### src/rtl/ham_pkg.sv
// Shared definitions for the Hamming(7,4) decode scheduler: widths,
// FSM state encoding, parity positions and the data-bit extraction helper.
package ham_pkg;

  localparam int CODE_W = 7;
  localparam int DATA_W = 4;
  localparam int SYN_W  = 3;

  // Hamming positions (1-based) that carry parity rather than data.
  localparam logic [SYN_W-1:0] POS_P1 = 3'd1;
  localparam logic [SYN_W-1:0] POS_P2 = 3'd2;
  localparam logic [SYN_W-1:0] POS_P4 = 3'd4;

  // Scheduler states: waiting for a requester, decoding, presenting a result.
  typedef enum logic [1:0] {
    ST_IDLE = 2'd0,
    ST_DEC  = 2'd1,
    ST_OUT  = 2'd2
  } ham_state_e;

  // Data bits live at positions 7,6,5,3, i.e. word bits 6,5,4,2.
  function automatic logic [DATA_W-1:0] ham_extract(input logic [CODE_W-1:0] w);
    return {w[6], w[5], w[4], w[2]};
  endfunction

  // True when a nonzero syndrome points at a parity bit; data is then untouched.
  function automatic logic ham_is_parity_pos(input logic [SYN_W-1:0] pos);
    return (pos == POS_P1) || (pos == POS_P2) || (pos == POS_P4);
  endfunction

endpackage

### src/rtl/ham_syndrome_corr.sv
// Combinational Hamming(7,4) syndrome and single-error correction.
// Double errors produce a nonzero syndrome and are miscorrected; no
// double-error detection is attempted.
module ham_syndrome_corr
  import ham_pkg::*;
(
  input  logic [CODE_W-1:0] word,
  output logic [DATA_W-1:0] data,
  output logic [SYN_W-1:0]  pos,
  output logic              err
);

  logic c1;
  logic c2;
  logic c3;
  logic [CODE_W-1:0] fixed;

  // Syndrome bits, flip of the indicated position, then data extraction.
  always_comb begin
    c1    = word[0] ^ word[2] ^ word[4] ^ word[6];
    c2    = word[1] ^ word[2] ^ word[5] ^ word[6];
    c3    = word[3] ^ word[4] ^ word[5] ^ word[6];
    pos   = {c3, c2, c1};
    err   = (pos != '0);
    fixed = word;
    if (err) begin
      fixed[pos - 3'd1] = ~word[pos - 3'd1];
    end
    data  = ham_extract(fixed);
  end

endmodule

### src/rtl/ham_dec_sched.sv
// Round-robin scheduler sharing one Hamming(7,4) decoder between two
// requesters, with per-requester saturating error counters.
//
// Handshakes: a transfer happens on a cycle where valid and ready are both
// high at the rising edge. Requester ready is a combinational single-cycle
// pulse, only in IDLE, only for the granted channel, and never depends on
// out_ready. out_valid is held with stable out_* until out_ready is seen.
module ham_dec_sched
  import ham_pkg::*;
#(
  parameter int CNT_W = 8
) (
  input  logic              clk,
  input  logic              rst,
  input  logic              req0_valid,
  input  logic [CODE_W-1:0] req0_code,
  output logic              req0_ready,
  input  logic              req1_valid,
  input  logic [CODE_W-1:0] req1_code,
  output logic              req1_ready,
  output logic              out_valid,
  input  logic              out_ready,
  output logic [DATA_W-1:0] out_data,
  output logic              out_src,
  output logic              out_err,
  output logic [SYN_W-1:0]  out_pos,
  input  logic              cnt_clr,
  output logic [CNT_W-1:0]  err_cnt0,
  output logic [CNT_W-1:0]  err_cnt1,
  output logic [1:0]        dbg_state
);

  localparam logic [CNT_W-1:0] CNT_MAX = '1;

  ham_state_e state;
  ham_state_e state_nxt;

  logic              ptr;
  logic [CODE_W-1:0] code_q;
  logic              src_q;

  logic              grant_load;
  logic              grant_src;
  logic              dec_load;
  logic              out_fire;

  logic [DATA_W-1:0] corr_data;
  logic [SYN_W-1:0]  corr_pos;
  logic              corr_err;

  logic              inc0;
  logic              inc1;

  ham_syndrome_corr u_corr (
    .word (code_q),
    .data (corr_data),
    .pos  (corr_pos),
    .err  (corr_err)
  );

  // State register.
  always_ff @(posedge clk) begin
    if (rst) begin
      state <= ST_IDLE;
    end else begin
      state <= state_nxt;
    end
  end

  // Next-state, arbitration and handshake strobes.
  always_comb begin
    state_nxt  = state;
    req0_ready = 1'b0;
    req1_ready = 1'b0;
    grant_load = 1'b0;
    grant_src  = 1'b0;
    dec_load   = 1'b0;
    out_fire   = 1'b0;
    out_valid  = 1'b0;
    case (state)
      ST_IDLE: begin
        if (req0_valid || req1_valid) begin
          // Requester 1 wins when it is alone or when the pointer names it.
          grant_src  = req1_valid && (!req0_valid || ptr);
          grant_load = 1'b1;
          req0_ready = !grant_src;
          req1_ready = grant_src;
          state_nxt  = ST_DEC;
        end
      end
      ST_DEC: begin
        dec_load  = 1'b1;
        state_nxt = ST_OUT;
      end
      ST_OUT: begin
        out_valid = 1'b1;
        if (out_ready) begin
          out_fire  = 1'b1;
          state_nxt = ST_IDLE;
        end
      end
      default: begin
        state_nxt = ST_IDLE;
      end
    endcase
  end

  // Input capture and round-robin pointer; pointer always moves past the winner.
  always_ff @(posedge clk) begin
    if (rst) begin
      ptr    <= 1'b0;
      code_q <= '0;
      src_q  <= 1'b0;
    end else if (grant_load) begin
      ptr    <= ~grant_src;
      code_q <= grant_src ? req1_code : req0_code;
      src_q  <= grant_src;
    end
  end

  // Result register, loaded once in DEC and held through OUT.
  always_ff @(posedge clk) begin
    if (rst) begin
      out_data <= '0;
      out_pos  <= '0;
      out_err  <= 1'b0;
      out_src  <= 1'b0;
    end else if (dec_load) begin
      out_data <= corr_data;
      out_pos  <= corr_pos;
      out_err  <= corr_err;
      out_src  <= src_q;
    end
  end

  assign inc0 = out_fire && out_err && (out_src == 1'b0);
  assign inc1 = out_fire && out_err && (out_src == 1'b1);

  // Saturating error counters; clear wins over a coincident increment.
  always_ff @(posedge clk) begin
    if (rst || cnt_clr) begin
      err_cnt0 <= '0;
      err_cnt1 <= '0;
    end else begin
      if (inc0 && (err_cnt0 != CNT_MAX)) begin
        err_cnt0 <= err_cnt0 + 1'b1;
      end
      if (inc1 && (err_cnt1 != CNT_MAX)) begin
        err_cnt1 <= err_cnt1 + 1'b1;
      end
    end
  end

  assign dbg_state = state;

endmodule
### config.mk
export PLATFORM = sky130hd
export DESIGN_NAME = ham_dec_sched
export DESIGN_NICKNAME = d
export VERILOG_FILES = /design/src/rtl/ham_pkg.sv /design/src/rtl/ham_syndrome_corr.sv /design/src/rtl/ham_dec_sched.sv
export SDC_FILE = /design/constraint.sdc
export NUM_CORES = 1
export LEC_CHECK = 0
export ABC_AREA = 1
export CAP_MARGIN = 20
export CORE_MARGIN = 2
export CORE_UTILIZATION = 35
export CTS_CLUSTER_DIAMETER = 80
export DETAILED_ROUTE_END_ITERATION = 6
export SYNTH_ARGS = -nofsm -noshare
export SYNTH_HDL_FRONTEND = slang
export SYNTH_SLANG_ARGS = --single-unit
### constraint.sdc
create_clock -name clk -period 3.85 [get_ports clk]
set_clock_uncertainty 0.2 [all_clocks]
set_input_delay 0.5775 -clock clk [delete_from_list [all_inputs] [get_ports clk]]
set_output_delay 0.5775 -clock clk [all_outputs]
set_load 0.02 [all_outputs]
Yosys cells after proc, flatten, opt, wreduce, memory -nomap -nowiden
Index checks and enable logic that the tools add are counted.
{"block": "totals", "input_bits": 20, "output_inout_bits": 30, "register_bits": 36}
{"block": "op_classes", "n_reduce_logical": 15, "n_mux": 20, "n_bitwise": 12, "magnitude_cmp": 2, "add_sub_neg": 3, "n_eq_ne": 6}
{"operator": "$add 8x1->8 const B", "count": 2}
{"operator": "$ne 8x8->1 const B", "count": 2}
{"operator": "$mux 7", "count": 2}
{"operator": "$mux 1", "count": 12}
{"operator": "$xor 1x1->1", "count": 9}
{"operator": "$bwmux 7", "count": 1}
{"operator": "$logic_and 1x1->1", "count": 7}
{"operator": "$pmux 2 s3", "count": 1}
{"operator": "$lt 3x4->1 const B", "count": 1}
{"operator": "$mux 2", "count": 2}
{"operator": "$ne 2x2->1 const B", "count": 2}
{"operator": "$bmux 1 s3", "count": 1}
{"operator": "$demux 1 s3", "count": 1}
{"operator": "$ge 3x1->1 const B", "count": 1}
{"operator": "$logic_or 1x1->1", "count": 3}
{"operator": "$not 1->1", "count": 3}
{"operator": "$reduce_bool 3->1", "count": 1}
{"operator": "$sub 3x1->3 const B", "count": 1}
{"operator": "$eq 2x1->1 const B", "count": 1}
{"operator": "$eq 2x2->1 const B", "count": 1}
{"operator": "$logic_not 1->1", "count": 2}
{"operator": "$logic_not 2->1", "count": 1}
{"operator": "$reduce_and 2->1", "count": 1}

Logic depth before layout (Yosys ltp)
{"block": "depth", "depth_word": 10, "ltp_mapped": 15, "ltp_nobuf": 14}

By module
A second synthesis with hierarchy kept.
{"block": "hier_totals", "hier_cells": 353, "area_unflattened_um2": 2224.6}
{"module": "ham_dec_sched", "area_per_inst_um2": 1818.0, "cells_each": 285, "instances": 1}
{"module": "ham_syndrome_corr", "area_per_inst_um2": 406.6, "cells_each": 68, "instances": 1}

Worst setup path after synthesis
No wires, ideal clock.
{"block": "synth_timing", "path_kind": "register to register", "startpoint": "reg code_q[2]", "endpoint": "reg out_data[3]", "slack_ns": 1.450, "arrival_time_ns": 2.131, "t_required_ns": 3.581, "path_buffers": 1, "stages_incl_launch_ff": 15, "setup_time_ns": 0.069, "path_cell_list": "dfxtp_1 buf_4 xnor2_1 xor2_1 ha_1 inv_1 nor2_1 ha_1 nor2_1 inv_1 nor2_1 o21ai_0 clkinv_1 nand2_1 a21oi_2"}
{"block": "synth_via", "elab_chain_len": 10}
{"element": "start, declared", "line_no": "ham_dec_sched.sv:39", "source": "logic [CODE_W-1:0] code_q;"}
{"element": "start signal, assigned", "line_no": "ham_dec_sched.sv:116", "source": "code_q <= grant_src ? req1_code : req0_code;"}
{"element": "$xor 1x1->1 (on tied branches) (3 in series)", "line_no": "ham_syndrome_corr.sv:20, ham_syndrome_corr.sv:21"}
{"element": "$sub 3x1->3", "line_no": "ham_syndrome_corr.sv:27", "source": "fixed[pos - 3'd1] = ~word[pos - 3'd1];"}
{"element": "$lt 3x4->1 (not written as such) / $ge 3x1->1 (equally long branches)", "line_no": "ham_syndrome_corr.sv:27"}
{"element": "$logic_and 1x1->1 (not written as such)", "line_no": "ham_syndrome_corr.sv:27"}
{"element": "$mux 1 (not written as such)", "line_no": "ham_syndrome_corr.sv:27"}
{"element": "$demux 1 s3"}
{"element": "$bwmux 7", "line_no": "ham_syndrome_corr.sv:27"}
{"element": "$mux 7 *", "line_no": "ham_syndrome_corr.sv:26", "source": "if (err) begin"}
{"element": "end signal, assigned", "line_no": "ham_dec_sched.sv:129", "source": "out_data <= corr_data;"}
{"element": "end, declared", "line_no": "ham_dec_sched.sv:23", "source": "output logic [DATA_W-1:0] out_data,"}
Every way passes the cells marked *; elsewhere a longest branch is shown, timed or not. The select of a mux whose other input is x is not followed.
A chain may end at the register's enable or synchronous reset.

Worst setup path in the final report
{"block": "layout_timing", "startpoint": "in req0_valid", "endpoint": "out req0_ready"}
{"block": "layout_via", "elab_chain_len": 6}
{"element": "start, declared", "line_no": "ham_dec_sched.sv:15", "source": "input logic req0_valid,"}
{"element": "$logic_not 1->1", "line_no": "ham_dec_sched.sv:84", "source": "grant_src = req1_valid && (!req0_valid || ptr);"}
{"element": "$logic_or 1x1->1", "line_no": "ham_dec_sched.sv:84"}
{"element": "$logic_and 1x1->1", "line_no": "ham_dec_sched.sv:84"}
{"element": "$logic_not 1->1", "line_no": "ham_dec_sched.sv:86", "source": "req0_ready = !grant_src;"}
{"element": "$mux 1 *", "line_no": "ham_dec_sched.sv:82", "source": "if (req0_valid || req1_valid) begin"}
{"element": "$mux 1 *", "line_no": "ham_dec_sched.sv:80", "source": "case (state)"}
{"element": "end, declared", "line_no": "ham_dec_sched.sv:17", "source": "output logic req0_ready,"}
Every way passes the cells marked *; elsewhere a longest branch is shown, timed or not.

==> flow_metrics.py <==
metrics = {
    "floorplan": {
        "die_area_um2": 6040,
        "io_pins": 50,
        "initial_core_util": 0.367,
        "dieHeight_um": 77.7,
        "die_w_um": 77.7,
        "std_cell_rows": 26,
        "core_um2": 5170,
    },
    "sta": {
        "max_freq_ghz": 0.339,
        "tightest_slew_ps": 735,
        "rsz0062_at_grt": "no",
        "fin_crit_ps": 2950,
        "finalHoldViolCount": 0,
        "setup_viol": 0,
        "finalCritPeriodShare": 0.766,
        "final_max_slew_viol_count": 0,
        "holdWs_ps": 266,
        "fin_tns_setup_ps": 0,
        "relSlewSlack": 0.508,
    },
    "layout": {
        "syn2layout_area_growth_pct": 34.5,
        "regArea_um2": 721,
        "multi_input_area_um2": 962,
        "drive_gt1_frac": 0.110,
        "fin_nets": 352,
        "stdcell_count": 398,
        "diodes": 0,
        "nFillCells": 515,
    },
    "drt": {
        "dr.pass1.iters": 4,
        "drt-total-wl_mm": 4.15,
        "drtIter0Drc": 52,
        "antenna_left": 0,
        "via_per_inst": 4.57,
        "drc": 0,
        "routedWlPerCell_um": 10.4,
        "vias": 1818,
    },
    "yosys": {
        "seq_area_frac_synth": 0.379,
        "ys_types": 29,
        "syn_area_um2": 1900,
        "synth_fp_nets": 301,
        "ys_warn_count": 0,
        "avgSynthCellArea_um2": 6.86,
        "synth-seq-cells": 36,
        "netlist_instances": 277,
    },
    "clock_network": {
        "clockRootBuffer": "clkbuf_8",
        "cts_tree": "done",
        "cts_made_buffers": 5,
        "clkSinkCount": 36,
        "post_cts_resized": 0,
        "clock_path_buffers": 2,
        "cts.clk_slew.worst_paths_ps": 70,
        "hold_buffers": 0,
        "clock_latency_ps": 280,
        "cts_setup_buffers": 0,
        "h-tree-depth": 2,
    },
    "worst_setup_path": {
        "cp_slowest_cell": "clkdlybuf4s50_1",
        "critical_path.max_stage_delay_ps": 620,
        "cpLargestDelayFamily": "buffers and inverters",
        "start_kind": "input pin",
        "path_max_fanout": 11,
        "endpoint_kind": "output pin",
        "crit_buf_inv": 5,
        "path_class": "input pin to output pin",
        "cp_common_cell": "clkdlybuf4s50_1",
        "cp_data_arrival_time_ps": 2170,
        "cp_data_required_time_ps": 3070,
        "crit_chain": "clkdlybuf4s50_1 -> o21ai_1 -> buf_4 -> inv_1 -> nand2_1 -> inv_2 -> clkdlybuf4s50_1",
    },
    "power_and_ir_drop": {
        "powerDensity_nw_per_um2": 415,
        "swShare": 0.343,
        "power_frac_clock": 0.276,
        "comb_power_share": 0.330,
        "p_int_uw": 698,
        "ir_drop_mv": 0.256,
        "p_leak_uw": 0.00108,
        "p_seq_frac": 0.394,
        "p_switching_uw": 364,
    },
    "placed_design": {
        "numPortBuffers": 49,
        "dp_cells": 391,
        "routabilityCongestion": 0.780,
        "hpwl_mm": 3.25,
    },
    "grt": {
        "grt_pass1_vias": 1725,
        "antenna_found_initial": 0,
        "grt_pass1_wl_mm": 7.56,
        "grt_use_total": 0.156,
        "overflow": 0,
        "grt_max_degree": 15,
    },
    "hold_path": {
        "min_path_type": "flip-flop to flip-flop",
    },
    "flow_run": {
        "drv_cap": 0,
    },
    "status": {
        "outcome": "complete, no violations",
    },
}
per-layer routing:
| metal | global-route usage | up-vias | routed length [um] |
|---|---|---|---|
| met1 | 0.189 | 781 | 1890 |
| met3 | 0.0430 | 4 | 244 |
| met2 | 0.266 | 49 | 1970 |
| li1 | - | 984 | - |
| met5 | 0 | - | 0 |
| met4 | 0.0482 | 0 | 41 |
cell type report:
type / count / share of cell area
Multi-Input combinational cell: 185 / 0.376
Sequential cell: 36 / 0.282
Timing Repair Buffer: 51 / 0.198
Inverter: 49 / 0.0720
Clock buffer: 7 / 0.0377
Tap cell: 70 / 0.0343
power groups by stage:
stage / registers (uW) / clock network (uW) / logic [uW]
after floorplan: 431 / 0 / 252
after detailed placement: 427 / 0 / 351
after global placement: 427 / 0 / 349
final: 418 / 293 / 351
after global routing: 422 / 319 / 404
after CTS: 418 / 303 / 353
tightest hold or removal path: stages (launching register included):
cell and delay [ps]:
dfxtp_1 310, nand2_1 60, a21oi_1 50
worst paths after layout:
kind	startpoint	to	slack [ps]	depth (start not counted)
max	req0_valid	req0_ready	900	7
min	ptr$_SDFFE_PP0P_	ptr$_SDFFE_PP0P_	270	2
max reg2reg	code_q[2]$_SDFFE_PP0P_	out_data[3]$_SDFFE_PP0N_	1160	13
min reg2reg	ptr$_SDFFE_PP0P_	ptr$_SDFFE_PP0P_	270	2
stage by stage:
stage,area (um2),total power [uW],utilization,worst slack [ps]
after floorplan,1900,683,-,1450
after global placement,2460,776,0.476,912
after CTS,2560,1070,0.494,895
after detailed placement,2460,779,0.476,908
after global routing,2560,1140,0.494,807
final,2560,1060,0.494,899
layout by cell type (no fill, tap or decap), types with 3 or more instances in the layout:
cell type / count
nor4_1: 3
xnor2_1: 4
nand2_1: 71
o21a_1: 3
clkdlybuf4s50_1: 49
ha_1: 4
nor2_1: 20
a22oi_1: 4
a21oi_2: 4
dfxtp_1: 36
inv_1: 38
clkbuf_8: 7
o21ai_0: 9
a21oi_1: 19
o21ai_1: 12
nand3_1: 13
inv_2: 9
nand2_2: 6
registers in the layout, indices dropped and copies added (netlist names):
name,cells
out_pos,3
out_err,1
src_q,1
ptr,1
dbg_state,2
err_cnt1,8
err_cnt0,8
out_data,4
out_src,1
code_q,7
cell usage after synthesis:
cell type  number  area share
nor2_1         20       0.039
nand2_1        71        0.14
nor4_2          1      0.0066
nand4_1         2      0.0066
clkbuf_1        5      0.0099
xor2_1          2      0.0092
clkinv_1        2      0.0040
dfxtp_1        36        0.38
o21a_1          3       0.012
a22oi_1         4       0.016
nand3_2         2       0.011
a21oi_1        19       0.050
nand3_1        13       0.034
a21oi_2         4       0.018
inv_2           9       0.018
nor2_2          1      0.0033
nand2_2         6       0.020
nor2_4          1      0.0059
o21ai_1        12       0.032
o21ai_0         9       0.024
buf_4           2      0.0079
nor3_2          1      0.0053
ha_1            4       0.026
a211oi_2        1      0.0066
nor4_1          3      0.0099
xnor2_2         1      0.0086
xnor2_1         4       0.018
inv_1          38       0.075
o211ai_1        1      0.0040
logic make-up after synthesis:
kind of cell	Yosys count	share of synthesized area
compound gates	53	0.162
flops	36	0.379
simple gates	121	0.282
fa+ha+maj	4	0.0263
buf+inv	56	0.115
xor+xnor	7	0.0362
(Power assumes the default switching activity.)
